File: config.mk
export PLATFORM = sky130hd
export DESIGN_NAME = pipe_ctrl
export DESIGN_NICKNAME = d
export VERILOG_FILES = /design/src/rtl/pipe_ctrl.sv
export SDC_FILE = /design/constraint.sdc
export NUM_CORES = 1
export LEC_CHECK = 0
export BUFFER_PORTS_ARGS = -buffer_cell sky130_fd_sc_hd__buf_4
export CORE_MARGIN = 4
export CORE_UTILIZATION = 40
export DETAILED_ROUTE_END_ITERATION = 12
export HOLD_SLACK_MARGIN = 0.1
export REMOVE_ABC_BUFFERS = 1
export SYNTH_ARGS = -nofsm -noshare
export SYNTH_HDL_FRONTEND = slang
export SYNTH_SLANG_ARGS = --single-unit
File: constraint.sdc
create_clock -name clk -period 2.9 [get_ports clk]
set_input_delay 0.145 -clock clk [delete_from_list [all_inputs] [get_ports clk]]
set_output_delay 0.145 -clock clk [all_outputs]
set_load 0.05 [all_outputs]
File: src/rtl/pipe_ctrl.sv
// pipe_ctrl: merges per-stage stall requests into the pipeline stall bus,
// sequences exception/watchdog flushes and supplies the redirect PC.
`default_nettype none

module pipe_ctrl #(
  parameter int unsigned FLUSH_CYCLES = 1,
  parameter int unsigned TIMEOUT      = 1023,
  parameter logic [31:0] TRAP_VEC     = 32'h0000_0040
) (
  input  logic        clk,
  input  logic        rst_n,
  input  logic        stallreq_if_i,
  input  logic        stallreq_id_i,
  input  logic        stallreq_ex_i,
  input  logic        stallreq_mem_i,
  input  logic        excp_req_i,
  input  logic [31:0] excp_pc_i,
  output logic [5:0]  stall_o,
  output logic        flush_o,
  output logic [31:0] new_pc_o,
  output logic        wdog_trap_o,
  output logic [31:0] stall_cnt_o
);

  localparam int unsigned   CW         = $clog2(TIMEOUT);
  localparam logic [CW-1:0] RUN_LAST   = CW'(TIMEOUT - 1);
  localparam logic [3:0]    FLUSH_LAST = 4'(FLUSH_CYCLES - 1);

  typedef enum logic [0:0] {
    ST_RUN   = 1'b0,
    ST_FLUSH = 1'b1
  } state_t;

  state_t        state_q, state_d;
  logic [CW-1:0] run_cnt_q, run_cnt_d;
  logic [3:0]    flush_cnt_q, flush_cnt_d;
  logic [31:0]   new_pc_q, new_pc_d;
  logic          trap_q, trap_d;
  logic [31:0]   stall_cnt_q, stall_cnt_d;

  logic [5:0]    req_stall;
  logic          stall_any;
  logic          wdog_expire;

  // Deepest requesting stage wins; everything upstream of it is held too.
  always_comb begin
    req_stall = 6'b000000;
    if (stallreq_mem_i)     req_stall = 6'b011111;
    else if (stallreq_ex_i) req_stall = 6'b001111;
    else if (stallreq_id_i) req_stall = 6'b000111;
    else if (stallreq_if_i) req_stall = 6'b000011;
  end

  assign stall_o     = (rst_n && state_q == ST_RUN) ? req_stall : 6'b000000;
  assign stall_any   = |stall_o;
  assign wdog_expire = (state_q == ST_RUN) && stall_any && (run_cnt_q == RUN_LAST);

  always_comb begin
    state_d     = state_q;
    run_cnt_d   = run_cnt_q;
    flush_cnt_d = flush_cnt_q;
    new_pc_d    = new_pc_q;
    trap_d      = trap_q;
    stall_cnt_d = stall_cnt_q;

    if (stall_any && stall_cnt_q != 32'hFFFF_FFFF)
      stall_cnt_d = stall_cnt_q + 32'd1;

    case (state_q)
      ST_RUN: begin
        if (excp_req_i) begin
          // An exception outranks a simultaneous watchdog expiry.
          state_d     = ST_FLUSH;
          flush_cnt_d = 4'd0;
          new_pc_d    = excp_pc_i;
          run_cnt_d   = '0;
        end else if (wdog_expire) begin
          state_d     = ST_FLUSH;
          flush_cnt_d = 4'd0;
          new_pc_d    = TRAP_VEC;
          trap_d      = 1'b1;
          run_cnt_d   = '0;
        end else if (stall_any) begin
          run_cnt_d   = run_cnt_q + CW'(1);
        end else begin
          run_cnt_d   = '0;
        end
      end
      ST_FLUSH: begin
        if (flush_cnt_q == FLUSH_LAST) begin
          state_d     = ST_RUN;
          flush_cnt_d = 4'd0;
        end else begin
          flush_cnt_d = flush_cnt_q + 4'd1;
        end
      end
      default: state_d = ST_RUN;
    endcase
  end

  always_ff @(posedge clk or negedge rst_n) begin
    if (!rst_n) begin
      state_q     <= ST_RUN;
      run_cnt_q   <= '0;
      flush_cnt_q <= 4'd0;
      new_pc_q    <= 32'd0;
      trap_q      <= 1'b0;
      stall_cnt_q <= 32'd0;
    end else begin
      state_q     <= state_d;
      run_cnt_q   <= run_cnt_d;
      flush_cnt_q <= flush_cnt_d;
      new_pc_q    <= new_pc_d;
      trap_q      <= trap_d;
      stall_cnt_q <= stall_cnt_d;
    end
  end

  assign flush_o     = (state_q == ST_FLUSH);
  assign new_pc_o    = new_pc_q;
  assign wdog_trap_o = trap_q;
  assign stall_cnt_o = stall_cnt_q;

endmodule

`default_nettype wire

==> results.md, run 1 <==
- CTS H-tree depth: 3
- Clock period minus worst slack: 2.27 ns
- Ant diodes: 0
- FF+latch area: 0.00200 mm2
- Synth area leaders: dfrtp_1 (53%), nand2_1 (7.7%), o21ai_0 (5.1%)
- Post-DRT Antenna Nets: 0
- Cells on worst reg2reg path: 6
- Largest net degree at the start of global routing: 81
- Fin area: 0.00525 mm2
- Post-DR vias/cell: 5.01
- VDD IR max: 260 uV
- Gr usage total: 17.9%
- Tot Pwr: 3.14 mW
- Slew headroom: 32.6%
- Setup slack, reg-to-reg: 0.63 ns
- GP Congestion: 0.803
- Comb power frac: 29.0%
- Core Area: 0.00924 mm2
- Clock Latency Late Sink: 0.34 ns
- Net Sw Power: 1.14 mW
- Switching Fraction: 36.1%
- PnR worst setup slack: 0.629 ns
- Fin crit share: 78.3%
- Max Fclk: 0.440 GHz
- Crit. End Element: register
- Worst Hold Class: input port to asynchronous set/reset pin
- Clock power frac: 28.5%
- Initial antenna violation count: 0
- Post-Route Setup TNS: 0 ns
- Global route overflow: 0
- Io pins: 111
- Post-synth EDFFs: 0
- CTS tree: done
- FF-to-FF Start: stall_cnt_o[0]$_DFFE_PN0P_
- Gate Count Post-Synth: 395
- Starting DRT DRC Count: 115
- YS warnings: 0
- IO Port Bufs: 109
- First-pass GRT wire length: 16200 um
- Register area share after synthesis: 52.6%
- Crit Path Max Fanout: 14
- Status: completed
- Final setup fails: 0
- Critical path's slowest cell: and3_1
- FF+latch count, synth: 80
- Total wire length: 9920 um
- Critical Path RT: 3.13 ns
- Int Pwr: 2.01 mW
- PwrDens: 599 mW/mm2
- Max-cap violations: 0
- Nets: 574
- Critical-path cell list: ha_1 -> nand3_1 -> nor3_4 -> and3_1 -> nor2_2 -> mux2_4
- Final Core Density: 56.8%
- Critical path startpoint category: register
- Drt drc: 0
- Critical path's top delay family: simple AND/OR/NAND/NOR gates
- Leak Pwr: 2.52 nW
- Async S/R FF share, synth: 100%
- Max layer used: met4
- Post-synth top area share: 52.6%
- Placed cell count: 616
- Die W: 106 um
- Die height: 106 um
- Critical Path AT: 2.50 ns
- Top FF cell, synth: dfrtp_1
- CTS buffer count: 9
- Setup bufs post-CTS: 0
- Worst-Margin Slew: 1.01 ns
- Maximum buffer depth of the clock tree: 2
- FILL cells: 823
- DP Area: 0.00471 mm2
- Seq pwr share: 42.5%
- Setup slack after placement: 0.640 ns
- CTS sink count: 80
- DR WL met3: 392 um
- RSZ-0062 raised after global routing: false
- Final hold violation count: 0
- Worst setup path category: register to register
- P&R area growth vs syn: 37.8%
- Vias in the first global route: 3165
- R2r endpoint: stall_cnt_o[1]$_DFFE_PN0P_
- Std-Cell Rows: 35
- CP bufs+invs: 0
- Reg clk slew, reported paths: 0.08 ns
- Max incr delay on CP: 0.56 ns
- TritonRoute pass-1 iters: 4
- Max Slew Vio Count: 0
- Metal-1 WL: 4470 um
- Syn Area/Cell: 9.64 um2
- Worst hold margin: 0.124 ns
- Metal2 WL: 4940 um
- Clk_skew: 0.0120 ns
- Synth area leader: dfrtp_1
- Area of the multi-input gates: 0.00166 mm2
- Die footprint: 0.0111 mm2
- Detail Placement HPWL: 6870 um
- Non-Filler Instances: 664
- Share of cells above drive strength 1: 26.9%
- Routed len/inst: 14.9 um
- Vias post-DR: 3329
- Initial Util: 41.2%
- Post-Syn Area: 0.00381 mm2
- Root Buffer: clkbuf_8
- Cell variety after synth: 46
==> synthesized netlist by cell type (all sizes together), types with 3 or more instances <==
library cell and n:
or3 4, clkbuf 12, inv 7, nor2 24
buf 10, xor2 18, a32o 3, or2 3
nor4 6, a21o 4, a31oi 3, nor3 14
ha 5, dfrtp 80, o21ai 39, nand2 78
and3 6, nand4 11, a21oi 4, xnor2 12
a211o 3, nand3 27, nand2b 4
==> state kept, by name (all words and copies together) (netlist names) <==
name,cells
new_pc_o,32
stall_cnt_o,32
run_cnt_q,10
flush_cnt_q,4
flush_o,1
wdog_trap_o,1
==> worst max path at each step <==
stage	start	to	slack, ns	depth (start not counted)
after floorplan	flush_o$_DFF_PN0_	stall_cnt_o[28]$_DFFE_PN0P_	0.55	6
after global placement	stall_cnt_o[0]$_DFFE_PN0P_	stall_cnt_o[1]$_DFFE_PN0P_	0.73	6
after detailed placement	stall_cnt_o[0]$_DFFE_PN0P_	stall_cnt_o[1]$_DFFE_PN0P_	0.64	6
after CTS	stall_cnt_o[0]$_DFFE_PN0P_	stall_cnt_o[1]$_DFFE_PN0P_	0.62	6
after global routing	stall_cnt_o[1]$_DFFE_PN0P_	stall_cnt_o[1]$_DFFE_PN0P_	0.43	6
final	stall_cnt_o[0]$_DFFE_PN0P_	stall_cnt_o[1]$_DFFE_PN0P_	0.63	6
==> timing repair <==
| action | 4_1_cts | 5_1_grt |
|---|---|---|
| endpoints found under the hold margin | 32 | 0 |
| resized for setup | 0 | 0 |
| hold buffers | 32 | 0 |
==> cell type report <==
cell class                 instances  area share (%)
clock inverter                     6            1.72
multi-input combinational        286            31.7
inverter                           7           0.501
timing repair buffer             146            22.4
sequential                        80            38.1
clock buffer                      10            2.43
tap                              129            3.08
==> power by group through the flow <==
| stage | Clock, mW | Sequential (mW) | Combinational, mW |
|---|---|---|---|
| global placement | 0 | 1.35 | 0.876 |
| global route | 0.969 | 1.36 | 0.958 |
| floorplan | 0 | 1.73 | 0.179 |
| detailed placement | 0 | 1.36 | 0.887 |
| finish | 0.898 | 1.34 | 0.911 |
| CTS | 0.928 | 1.34 | 0.920 |
==> placed cells by master, fill, tap and decap left out, types with 3 or more instances in the layout <==
| cell | synthesis | layout |
|---|---|---|
| clkbuf_8 | 0 | 9 |
| and3_1 | 6 | 6 |
| or3_1 | 4 | 4 |
| xor2_1 | 18 | 18 |
| a211o_1 | 3 | 3 |
| inv_1 | 6 | 6 |
| a21oi_1 | 4 | 4 |
| dlygate4sd3_1 | 0 | 32 |
| a31oi_1 | 3 | 3 |
| nor3_1 | 13 | 13 |
| a21o_1 | 4 | 4 |
| ha_1 | 5 | 5 |
| a32o_1 | 3 | 3 |
| nor2_1 | 23 | 23 |
| o21ai_0 | 39 | 39 |
| nor4_1 | 3 | 3 |
| dfrtp_1 | 80 | 80 |
| buf_4 | 4 | 114 |
| nand4_1 | 10 | 10 |
| nand2b_1 | 3 | 3 |
| xnor2_1 | 12 | 12 |
| nand3_1 | 24 | 24 |
| nand2_1 | 78 | 78 |
| nand3_2 | 3 | 3 |
==> cell families after synthesis <==
logic type                 Yosys count  synth area share (%)
muxes                                3                 0.920
adders and majority gates            5                  1.64
xor gates and xnor gates            30                  6.90
other                                1                0.0985
buffers and inverters               29                  3.78
and+or+nand+nor                    186                  24.6
AOI/OAI and AO/OA                   61                  9.46
DFF                                 80                  52.6
==> routing by layer <==
layer  vias up  global-route usage (%)
met2        78                    29.0
met5         -                       0
li1       1622                       -
met1      1618                    24.6
met4         0                    5.55
met3        11                    2.88
(Power assumes the default switching activity.)
==> run 2, diff against run 1 <==
==> constraint.sdc (replaced) <==
create_clock -name clk -period 2.26 [get_ports clk]
set_input_delay 0.113 -clock clk [delete_from_list [all_inputs] [get_ports clk]]
set_output_delay 0.113 -clock clk [all_outputs]
set_load 0.05 [all_outputs]
==> run 2 against run 1 <==
  * Cell count up 1.5%
  * Sequential share of layout area fell by 0.56 points
  * Maximum frequency increased by 12%
  * Worst hold slack gained 0.026 ns
  * Register-to-register slack lost 0.39 ns
  * Critical path depth increased by 1
  * Power rose by 27%
  * Worst setup slack got worse by 0.39 ns
  * Wire length grew 1.5%
  * Core utilization grew 0.85 points
  * Largest power group unchanged
  * Largest cell class unchanged
  * Die area is the same
==> results.md, run 2 (synthesis gave the netlist of run 1 again) <==
- Critical Path AT: 2.30 ns (was 2.50 ns)
- CP bufs+invs: 1 (was 0)
- GP Congestion: 0.764 (was 0.803)
- FILL cells: 815 (was 823)
- Final Core Density: 57.6% (was 56.8%)
- Worst setup path category: register to register (unchanged)
- Core Area: 0.00924 mm2 (unchanged)
- CTS sink count: 80 (unchanged)
- Critical-path cell list: ha_1 -> nand3_1 -> nor3_4 -> buf_4 -> nand3_2 -> nor4_2 -> xor2_1 (was ha_1 -> nand3_1 -> nor3_4 -> and3_1 -> nor2_2 -> mux2_4)
- Tot Pwr: 3.99 mW (was 3.14 mW)
- Die footprint: 0.0111 mm2 (unchanged)
- Maximum buffer depth of the clock tree: 2 (unchanged)
- VDD IR max: 332 uV (was 260 uV)
- Vias post-DR: 3298 (was 3329)
- Setup bufs post-CTS: 0 (unchanged)
- Post-DRT Antenna Nets: 0 (unchanged)
- Starting DRT DRC Count: 147 (was 115)
- DP Area: 0.00478 mm2 (was 0.00471 mm2)
- Worst-Margin Slew: 0.996 ns (was 1.01 ns)
- Detail Placement HPWL: 6830 um (was 6870 um)
- Die W: 106 um (unchanged)
- Initial antenna violation count: 0 (unchanged)
- Max-cap violations: 0 (unchanged)
- Commonest non-fill, non-tap cells in the layout: buf_4 (121), dfrtp_1 (80), nand2_1 (78), o21ai_0 (39), dlygate4sd3_1 (34) (was buf_4 (114), dfrtp_1 (80), nand2_1 (78), o21ai_0 (39), dlygate4sd3_1 (32))
- First-pass GRT wire length: 16600 um (was 16200 um)
- Final hold violation count: 0 (unchanged)
- Gr usage total: 18.5% (was 17.9%)
- Critical path's slowest cell: dfrtp_1 (was and3_1)
- Critical path startpoint category: register (unchanged)
- Leak Pwr: 2.56 nW (was 2.52 nW)
- Post-DR vias/cell: 4.89 (was 5.01)
- Max Fclk: 0.495 GHz (was 0.440 GHz)
- Critical Path RT: 2.54 ns (was 3.13 ns)
- Die height: 106 um (unchanged)
- Clock period minus worst slack: 2.02 ns (was 2.27 ns)
- Total wire length: 10100 um (was 9920 um)
- Vias in the first global route: 3194 (was 3165)
- Root Buffer: clkbuf_8 (unchanged)
- Initial Util: 41.2% (unchanged)
- Critical path's top delay family: simple AND/OR/NAND/NOR gates (unchanged)
- Io pins: 111 (unchanged)
- P&R area growth vs syn: 39.9% (was 37.8%)
- Clock Latency Late Sink: 0.35 ns (was 0.34 ns)
- Status: completed (unchanged)
- Crit Path Max Fanout: 6 (was 14)
- CTS tree: done (unchanged)
- RSZ-0062 raised after global routing: false (unchanged)
- Reg clk slew, reported paths: 0.09 ns (was 0.08 ns)
- PwrDens: 749 mW/mm2 (was 599 mW/mm2)
- CTS buffer count: 9 (unchanged)
- Ant diodes: 0 (unchanged)
- Setup slack after placement: 0.227 ns (was 0.640 ns)
- Routed len/inst: 14.9 um (about the same)
- Fin crit share: 89.3% (was 78.3%)
- CTS H-tree depth: 3 (unchanged)
- Largest net degree at the start of global routing: 79 (was 81)
- Fin area: 0.00533 mm2 (was 0.00525 mm2)
- Share of cells above drive strength 1: 28.1% (was 26.9%)
- Crit. End Element: register (unchanged)
- PnR worst setup slack: 0.241 ns (was 0.629 ns)
- Worst Hold Class: input port to asynchronous set/reset pin (unchanged)
- Clk_skew: 0.0190 ns (was 0.0120 ns)
- Max Slew Vio Count: 0 (unchanged)
- Global route overflow: 0 (unchanged)
- Max incr delay on CP: 0.42 ns (was 0.56 ns)
- Nets: 584 (was 574)
- TritonRoute pass-1 iters: 4 (unchanged)
- Final setup fails: 0 (unchanged)
- Slew headroom: 33.6% (was 32.6%)
- Drt drc: 0 (unchanged)
- Commonest non-fill, non-tap cell in the layout: buf_4 (unchanged)
- IO Port Bufs: 109 (unchanged)
- Std-Cell Rows: 35 (unchanged)
==> run 2: cell count changes in the layout (fill, tap and decap cells not counted), sizes merged <==
cell	before	now
clkinvlp	1	3
dlygate4sd3	32	34
bufinv	2	1
buf	114	122
inv	9	8
==> run 2: path summary, 6_finish.rpt <==
| check | startpoint | to | slack, ns | cells past startpoint |
|---|---|---|---|---|
| worst max-delay path | stall_cnt_o[0]$_DFFE_PN0P_ | stall_cnt_o[28]$_DFFE_PN0P_ | 0.24 | 7 |
| worst min-delay path | rst_n | flush_o$_DFF_PN0_ | 0.15 | 2 |
| worst max register to register | stall_cnt_o[0]$_DFFE_PN0P_ | stall_cnt_o[28]$_DFFE_PN0P_ | 0.24 | 7 |
| worst min register to register | wdog_trap_o$_DFFE_PN0P_ | wdog_trap_o$_DFFE_PN0P_ | 0.46 | 1 |
| max in group asynchronous | rst_n | run_cnt_q[2]$_DFFE_PN0N_ | 0.94 | 3 |
| min in group clk | wdog_trap_o$_DFFE_PN0P_ | wdog_trap_o$_DFFE_PN0P_ | 0.46 | 1 |
==> run 2: metrics by stage <==
stage               hold slack [ns]  cells  TNS, ns
floorplan                    -0.183    373    -3.54
global placement            -0.0723    624        0
detailed placement          -0.0715    624        0
CTS                           0.163    674        0
global route                  0.154    674        0
finish                        0.149    674        0
==> run 2: where the power goes <==
part           internal (mW)  switching [mW]
clock network          0.543           0.557
logic                  0.383           0.799
registers               1.57           0.136
total                   2.50            1.49
==> run 2: cell type report <==
cell class,instances,area [um2],area share [%]
timing repair buffer,156,1270,23.8
clock inverter,6,66.3,1.25
inverter,7,26.3,0.493
clock buffer,10,138,2.58
multi-input combinational,286,1660,31.2
sequential,80,2000,37.6
tap,129,161,3.03
==> run 2: layer usage <==
layer	GRT usage, %	part of all wire, %
met5	0	0
met4	6.85	2.3
met3	3.49	4.9
met2	28.8	47
met1	25.7	46
==> run 2: what timing repair did <==
action,4_1_cts,5_1_grt
hold endpoints to repair,35,0
gates resized for setup,0,1
hold buffers,34,0
endpoints found under the setup margin,0,5
